### src/rtl/muldiv_hilo_ctrl.sv
`default_nettype none
// ============================================================================
// Module   : muldiv_hilo_ctrl
// Brief    : HI/LO register controller for a MIPS pipeline. Issues multiplies
//            to a sequential multiplier over a start/done handshake, captures
//            the product into HI/LO, serves MFHI/MFLO/MTHI/MTLO and stalls
//            the pipeline while a multiply is in flight. A multiplier that
//            never answers is flagged by a sticky timeout error.
// Revision : 1.0 - initial release
// ============================================================================
module muldiv_hilo_ctrl #(
  parameter int WIDTH      = 32,
  parameter int MAX_CYCLES = 64
) (
  input  logic               clk,
  input  logic               rst,
  input  logic               op_valid,
  input  logic [2:0]         op_code,
  input  logic [WIDTH-1:0]   rs_val,
  input  logic [WIDTH-1:0]   rt_val,
  output logic               stall,
  output logic [WIDTH-1:0]   rd_val,
  output logic               rd_valid,
  output logic               mul_start,
  output logic [WIDTH-1:0]   mul_a,
  output logic [WIDTH-1:0]   mul_b,
  output logic               mul_signed,
  input  logic               mul_done,
  input  logic [2*WIDTH-1:0] mul_product,
  output logic [WIDTH-1:0]   hi,
  output logic [WIDTH-1:0]   lo,
  output logic               busy,
  output logic               timeout_err
);

  localparam logic [2:0] c_OP_MULT  = 3'b001;
  localparam logic [2:0] c_OP_MULTU = 3'b010;
  localparam logic [2:0] c_OP_MTHI  = 3'b011;
  localparam logic [2:0] c_OP_MTLO  = 3'b100;
  localparam logic [2:0] c_OP_MFHI  = 3'b101;
  localparam logic [2:0] c_OP_MFLO  = 3'b110;

  localparam int c_CNT_W = $clog2(MAX_CYCLES + 1);
  // Value held by the counter during the last permitted WAIT cycle.
  localparam logic [c_CNT_W-1:0] c_CNT_LAST = c_CNT_W'(MAX_CYCLES - 1);

  typedef enum logic [0:0] {
    S_IDLE = 1'b0,
    S_WAIT = 1'b1
  } state_t;

  state_t             r_state;
  state_t             w_state_nxt;
  logic [c_CNT_W-1:0] r_cnt;
  logic               r_mul_start;
  logic [WIDTH-1:0]   r_mul_a;
  logic [WIDTH-1:0]   r_mul_b;
  logic               r_mul_signed;
  logic [WIDTH-1:0]   r_hi;
  logic [WIDTH-1:0]   r_lo;
  logic [WIDTH-1:0]   r_rd_val;
  logic               r_rd_valid;
  logic               r_timeout_err;

  logic w_busy;
  logic w_hilo_op;
  logic w_serve;
  logic w_issue;
  logic w_done_ok;
  logic w_timeout;

  // Decode the current op and the handshake events of this cycle.
  always_comb begin
    w_busy    = (r_state == S_WAIT);
    w_hilo_op = (op_code == c_OP_MULT) || (op_code == c_OP_MULTU) ||
                (op_code == c_OP_MTHI) || (op_code == c_OP_MTLO) ||
                (op_code == c_OP_MFHI) || (op_code == c_OP_MFLO);
    // Only IDLE serves ops; in WAIT every HI/LO op is held by the stall.
    w_serve   = (r_state == S_IDLE) && op_valid;
    w_issue   = w_serve && ((op_code == c_OP_MULT) || (op_code == c_OP_MULTU));
    // A done pulse seen in IDLE (late or spurious) is deliberately ignored.
    w_done_ok = w_busy && mul_done;
    w_timeout = w_busy && !mul_done && (r_cnt == c_CNT_LAST);
  end

  // State register.
  always_ff @(posedge clk or posedge rst) begin
    if (rst) begin
      r_state <= S_IDLE;
    end else begin
      r_state <= w_state_nxt;
    end
  end

  // Next-state logic: leave WAIT on the product or on timeout.
  always_comb begin
    w_state_nxt = r_state;
    case (r_state)
      S_IDLE:  if (w_issue) w_state_nxt = S_WAIT;
      S_WAIT:  if (w_done_ok || w_timeout) w_state_nxt = S_IDLE;
      default: w_state_nxt = S_IDLE;
    endcase
  end

  // WAIT cycle counter and sticky timeout flag.
  always_ff @(posedge clk or posedge rst) begin
    if (rst) begin
      r_cnt         <= '0;
      r_timeout_err <= 1'b0;
    end else begin
      if (w_issue) begin
        r_cnt <= '0;
      end else if (w_busy) begin
        r_cnt <= r_cnt + 1'b1;
      end
      if (w_timeout) begin
        r_timeout_err <= 1'b1;
      end
    end
  end

  // Multiplier request: latch operands and pulse start once per issue.
  always_ff @(posedge clk or posedge rst) begin
    if (rst) begin
      r_mul_start  <= 1'b0;
      r_mul_a      <= '0;
      r_mul_b      <= '0;
      r_mul_signed <= 1'b0;
    end else begin
      r_mul_start <= w_issue;
      if (w_issue) begin
        r_mul_a      <= rs_val;
        r_mul_b      <= rt_val;
        r_mul_signed <= (op_code == c_OP_MULT);
      end
    end
  end

  // HI/LO update from the multiplier product or from MTHI/MTLO.
  always_ff @(posedge clk or posedge rst) begin
    if (rst) begin
      r_hi <= '0;
      r_lo <= '0;
    end else if (w_done_ok) begin
      r_hi <= mul_product[2*WIDTH-1:WIDTH];
      r_lo <= mul_product[WIDTH-1:0];
    end else if (w_serve && (op_code == c_OP_MTHI)) begin
      r_hi <= rs_val;
    end else if (w_serve && (op_code == c_OP_MTLO)) begin
      r_lo <= rs_val;
    end
  end

  // MFHI/MFLO read port with a one-cycle valid pulse per served read.
  always_ff @(posedge clk or posedge rst) begin
    if (rst) begin
      r_rd_val   <= '0;
      r_rd_valid <= 1'b0;
    end else begin
      r_rd_valid <= 1'b0;
      if (w_serve && (op_code == c_OP_MFHI)) begin
        r_rd_val   <= r_hi;
        r_rd_valid <= 1'b1;
      end else if (w_serve && (op_code == c_OP_MFLO)) begin
        r_rd_val   <= r_lo;
        r_rd_valid <= 1'b1;
      end
    end
  end

  assign stall       = op_valid && w_busy && w_hilo_op;
  assign busy        = w_busy;
  assign rd_val      = r_rd_val;
  assign rd_valid    = r_rd_valid;
  assign mul_start   = r_mul_start;
  assign mul_a       = r_mul_a;
  assign mul_b       = r_mul_b;
  assign mul_signed  = r_mul_signed;
  assign hi          = r_hi;
  assign lo          = r_lo;
  assign timeout_err = r_timeout_err;

endmodule
`default_nettype wire

### config.mk
export PLATFORM = sky130hd
export DESIGN_NAME = muldiv_hilo_ctrl
export DESIGN_NICKNAME = d
export VERILOG_FILES = /design/src/rtl/muldiv_hilo_ctrl.sv
export SDC_FILE = /design/constraint.sdc
export NUM_CORES = 1
export LEC_CHECK = 0
export ABC_AREA = 1
export BUFFER_PORTS_ARGS = -buffer_cell sky130_fd_sc_hd__buf_2
export CAP_MARGIN = 10
export CORE_MARGIN = 2
export CORE_UTILIZATION = 39
export DETAILED_ROUTE_END_ITERATION = 16
export GPL_TIMING_DRIVEN = 0
export PLACE_DENSITY = 0.66
export SLEW_MARGIN = 10
export SYNTH_ARGS = -nofsm -noshare
export SYNTH_HDL_FRONTEND = slang
export SYNTH_SLANG_ARGS = --single-unit
### constraint.sdc
create_clock -name clk -period 6.36 [get_ports clk]
set_clock_uncertainty 0.15 [all_clocks]
set_input_delay 0.636 -clock clk [delete_from_list [all_inputs] [get_ports clk]]
set_output_delay 0.636 -clock clk [all_outputs]
set_load 0.02 [all_outputs]
* Yosys cells after proc, flatten, opt, wreduce, memory -nomap -nowiden
Cells that the tools add are included. W data, S select, Z words.
Cells by class: eq/ne operators 8, reduce and logical (&&, ||, !) cells 23, muxes and demuxes 14, add/subtract/negate cells 1, bitwise operators 1
Operators by type and width (number):
- $mux W32 | 7
- $mux W7 | 2
- $logic_and A1 B1 Y1 | 11
- $eq A3 B3 Y1 const B | 3
- $reduce_bool A2 Y1 | 4
- $add A7 B1 Y7 const B | 1
- $eq A7 B6 Y1 const B | 1
- $eq A3 B2 Y1 const B | 2
- $logic_or A1 B1 Y1 | 6
- $mux W1 | 4
- $eq A3 B1 Y1 const B | 1
- $ne A2 B2 Y1 const B | 1
- $pmux W1 S2 | 1
- $reduce_and A2 Y1 | 1
- $logic_not A1 Y1 | 1
- $not A1 Y1 | 1
Word-level totals: output and inout bits 166, input port bits 135, register bits after elaboration 172, logic and storage cells 58

* Logic depth before layout (Yosys ltp)
word-level depth 7, depth in mapped cells 10, depth with buffers taken out 7

* Worst setup path after synthesis
OpenSTA, ideal clock, no wires.
path kind input-to-output, start point in op_code[1], end point out stall, data arrival time 1.450 ns, slack 4.124 ns, stages 4, buffers on the path 0, data required time 5.574 ns, path through inv_1 > nand2_1 > nor2_1 > nor4_1
Between the ends: longest elaborated chain between the ends 7, elaborated cells between the ends (all ways) 12, those cells by class 6 x eq/ne; 6 x reduce/logical
Ends and longest elaborated chain:
- start: declaration | RTL line 18 | input logic [2:0] op_code,
- $eq A3 B1 Y1 or $eq A3 B2 Y1 (tied branches) | RTL line 75 | w_hilo_op = (op_code == c_OP_MULT) || (op_code == c_OP_MULTU) ||
- $logic_or A1 B1 Y1 (2 in a row) | RTL line 75
- $logic_or A1 B1 Y1 (2 in a row) | RTL line 76 | (op_code == c_OP_MTHI) || (op_code == c_OP_MTLO) ||
- $logic_or A1 B1 Y1 * | RTL line 77 | (op_code == c_OP_MFHI) || (op_code == c_OP_MFLO);
- $logic_and A1 B1 Y1 * | RTL line 171 | assign stall = op_valid && w_busy && w_hilo_op;
- end: declaration | RTL line 21 | output logic stall,
Every way passes the cells marked *; elsewhere a longest branch is shown, timed or not.

* Final worst setup path
start point reg r_state, in the netlist busy, end point out stall
Between the ends: longest elaborated chain between the ends 2
Ends and longest elaborated chain:
- start: declaration | RTL line 52 | state_t r_state;
- start signal: assignment | RTL line 91 | r_state <= w_state_nxt;
- $logic_and A1 B1 Y1 (2 in a row) | RTL line 171
No other way between the ends.

==> flow_summary.json <==
{
  "status": "finished, final reports clean",
  "fillers": 2045,
  "timing.fmax_mhz": 449,
  "layout_common_cells": "nand2_1 (534), buf_2 (325), dfrtp_1 (172)",
  "cts_resized": 0,
  "avgSynthCellArea_um2": 7.62,
  "finalWeightedCongestion": 0.840,
  "maxSlewHeadroom_pct": 56.5,
  "seq_area_um2": 4300,
  "ctsRootBufferMaster": "clkbuf_16",
  "grt_pass1_wl_um": 42600,
  "drc_errors": 0,
  "synth_warnings": 0,
  "drive_above_1_share_pct": 27.7,
  "core-area_um2": 20100,
  "area.growth.synth_to_final_pct": 30.7,
  "drv_slew": 0,
  "crit_path_start_kind": "flip-flop",
  "io_buffers": 300,
  "final_nets": 1498,
  "viasPerCell": 4.83,
  "die_w_um": 147,
  "final_common_cell": "nand2_1",
  "hold_violations": 0,
  "cp-end-kind": "primary output",
  "hp-class": "in -> async",
  "ys_types": 27,
  "die_h_um": 147,
  "wl_per_cell_um": 16.6,
  "ios": 301,
  "htreeDepth": 4,
  "ctsHoldBuffers": 0,
  "final_util_pct": 51.6,
  "critPathMaxFanout": 9,
  "setup_viol": 0,
  "grt_max_degree": 90,
  "maxCapViolations": 0,
  "synth_seq_cells": 172,
  "netlist_area_um2": 7940,
  "dp.cells": 1613,
  "vias": 7943,
  "max-clock-path-buffers": 2,
  "first_pass_iters": 5,
  "grt_overflow": 0,
  "syn-num-nets": 1178,
  "rsz0062_at_grt": "false",
  "reg2reg_slack_ps": 4260,
  "cp_data_arrival_time_ps": 1440,
  "rows": 52,
  "routed_wl_um": 27300,
  "cts_num_sinks": 172,
  "cts_setup_buffers": 0,
  "synthCells": 1042,
  "dieArea_um2": 21500,
  "ys_seq_area_share_pct": 54.2,
  "drt_iter0_drc": 443,
  "yosysTopAreaCell": "dfrtp_1",
  "layout.cells.non_filler": 1644,
  "grt_pass1_vias": 7709,
  "layout_min_cycle_time_ps": 2230,
  "path_clk_slew_ps": 70,
  "post-dp-hpwl_um": 19700,
  "path_class": "reg -> out",
  "worstSkewPairLatency_ps": 420,
  "period_share_pct": 35.1,
  "multi_input_area_um2": 3030,
  "cts_tree": "built",
  "antenna_cells": 0,
  "antenna_found_initial": 0,
  "synth_top_area_share_pct": 54.2,
  "start_util_pct": 39.5,
  "timing.rr.end": "hi[23]",
  "cellPowerDensity_nw_per_um2": 503,
  "finalHoldWorstSlack_ps": 130,
  "crit_required_ps": 5570,
  "antenna_left": 0,
  "rr_startpoint": "busy",
  "grtUsageTotal_pct": 25.4,
  "numCtsBuffers": 17,
  "r2r_cells": 7,
  "synth_area_leaders": "dfrtp_1 (54%), nand2_1 (25%), nand3_1 (8.6%), inv_1 (3.5%), buf_2 (1.6%)",
  "tightest_slew_ps": 652,
  "fin_setup_tns_ps": 0,
  "p_leak_nw": 6.12,
  "ir_worst_vdd_v": 0.000229
}
cell families (layout without fill, tap and decap cells):
logic type | Yosys count | in the layout | synth area share (%)
compound gates | 39 | 39 | 2.65
buf+inv | 138 | 470 | 7.69
fa+ha+maj | 1 | 1 | 0.158
simple gates | 692 | 692 | 35.3
flops | 172 | 172 | 54.2
how the worst max path moves through the flow:
stage	startpoint	to	slack, ps	cells past startpoint
finish	busy	stall	4130	4
global route	busy	stall	4030	4
CTS	busy	stall	4100	4
detailed placement	op_valid	hi[17]	3950	8
global placement	rst	mul_a[31]	-1310	2
floorplan	rst	busy	910	1
critical path, cell delays in order, from the launching register on:
cell and delay, ps:
dfrtp_1 360, buf_6 160, inv_4 60, nor4_1 230, buf_2 210
Yosys cell counts:
master    instances
o21ai_1          14
clkbuf_1         21
nand3_1         136
nor2_1           12
nand3b_1          1
buf_4             3
nand2_2           1
nor3b_1           1
buf_6             6
nor2_2            2
clkbuf_2          2
buf_1             3
inv_2             4
nor4_1            1
nand2_1         534
ha_1              1
buf_2            25
o21ai_4           1
inv_1            73
nor3_1            2
nand3_4           1
a21oi_1           2
nand4_1           1
dfrtp_1         172
inv_4             1
o21ai_0          21
a21oi_2           1
sequential cells by signal (all words and copies together) (netlist names):
| signal | count |
|---|---|
| mul_a | 32 |
| lo | 32 |
| rd_val | 32 |
| rd_valid | 1 |
| mul_b | 32 |
| busy | 1 |
| hi | 32 |
| timeout_err | 1 |
| r_cnt | 7 |
| mul_signed | 1 |
| mul_start | 1 |
final cells by class:
type | instances | share of cell area [%]
Clock buffer | 19 | 4.36
Buffer | 60 | 3.04
Sequential cell | 172 | 41.5
Timing Repair Buffer | 301 | 14.7
Clock inverter | 12 | 1.07
Multi-Input combinational cell | 732 | 29.2
Tap cell | 270 | 3.25
Inverter | 78 | 2.92
power breakdown:
part	total, W	internal (W)	switching (W)
clock	0.00102	0.000562	0.000458
sequential	0.00189	0.00159	0.000302
combinational	0.00231	0.000732	0.00158
per-layer routing:
| layer | GRT usage [%] | wire length (um) | part of all wire (%) | vias up |
|---|---|---|---|---|
| li1 | - | - | - | 3865 |
| met1 | 34.4 | 11700 | 43 | 3700 |
| met2 | 41.1 | 12600 | 46 | 345 |
| met3 | 6.37 | 2470 | 9.1 | 33 |
| met4 | 6.70 | 431 | 1.6 | 0 |
| met5 | 0 | 0 | 0 | - |
stage by stage:
stage	power, W	instance area (um^2)	setup WS, ps
global placement	0.00418	9780	-1310
CTS	0.00526	10400	4100
detailed placement	0.00422	9820	3950
finish	0.00523	10400	4130
floorplan	0.00331	7940	914
global route	0.00557	10400	4030
No activity file was read; power rests on OpenSTA's default activity.
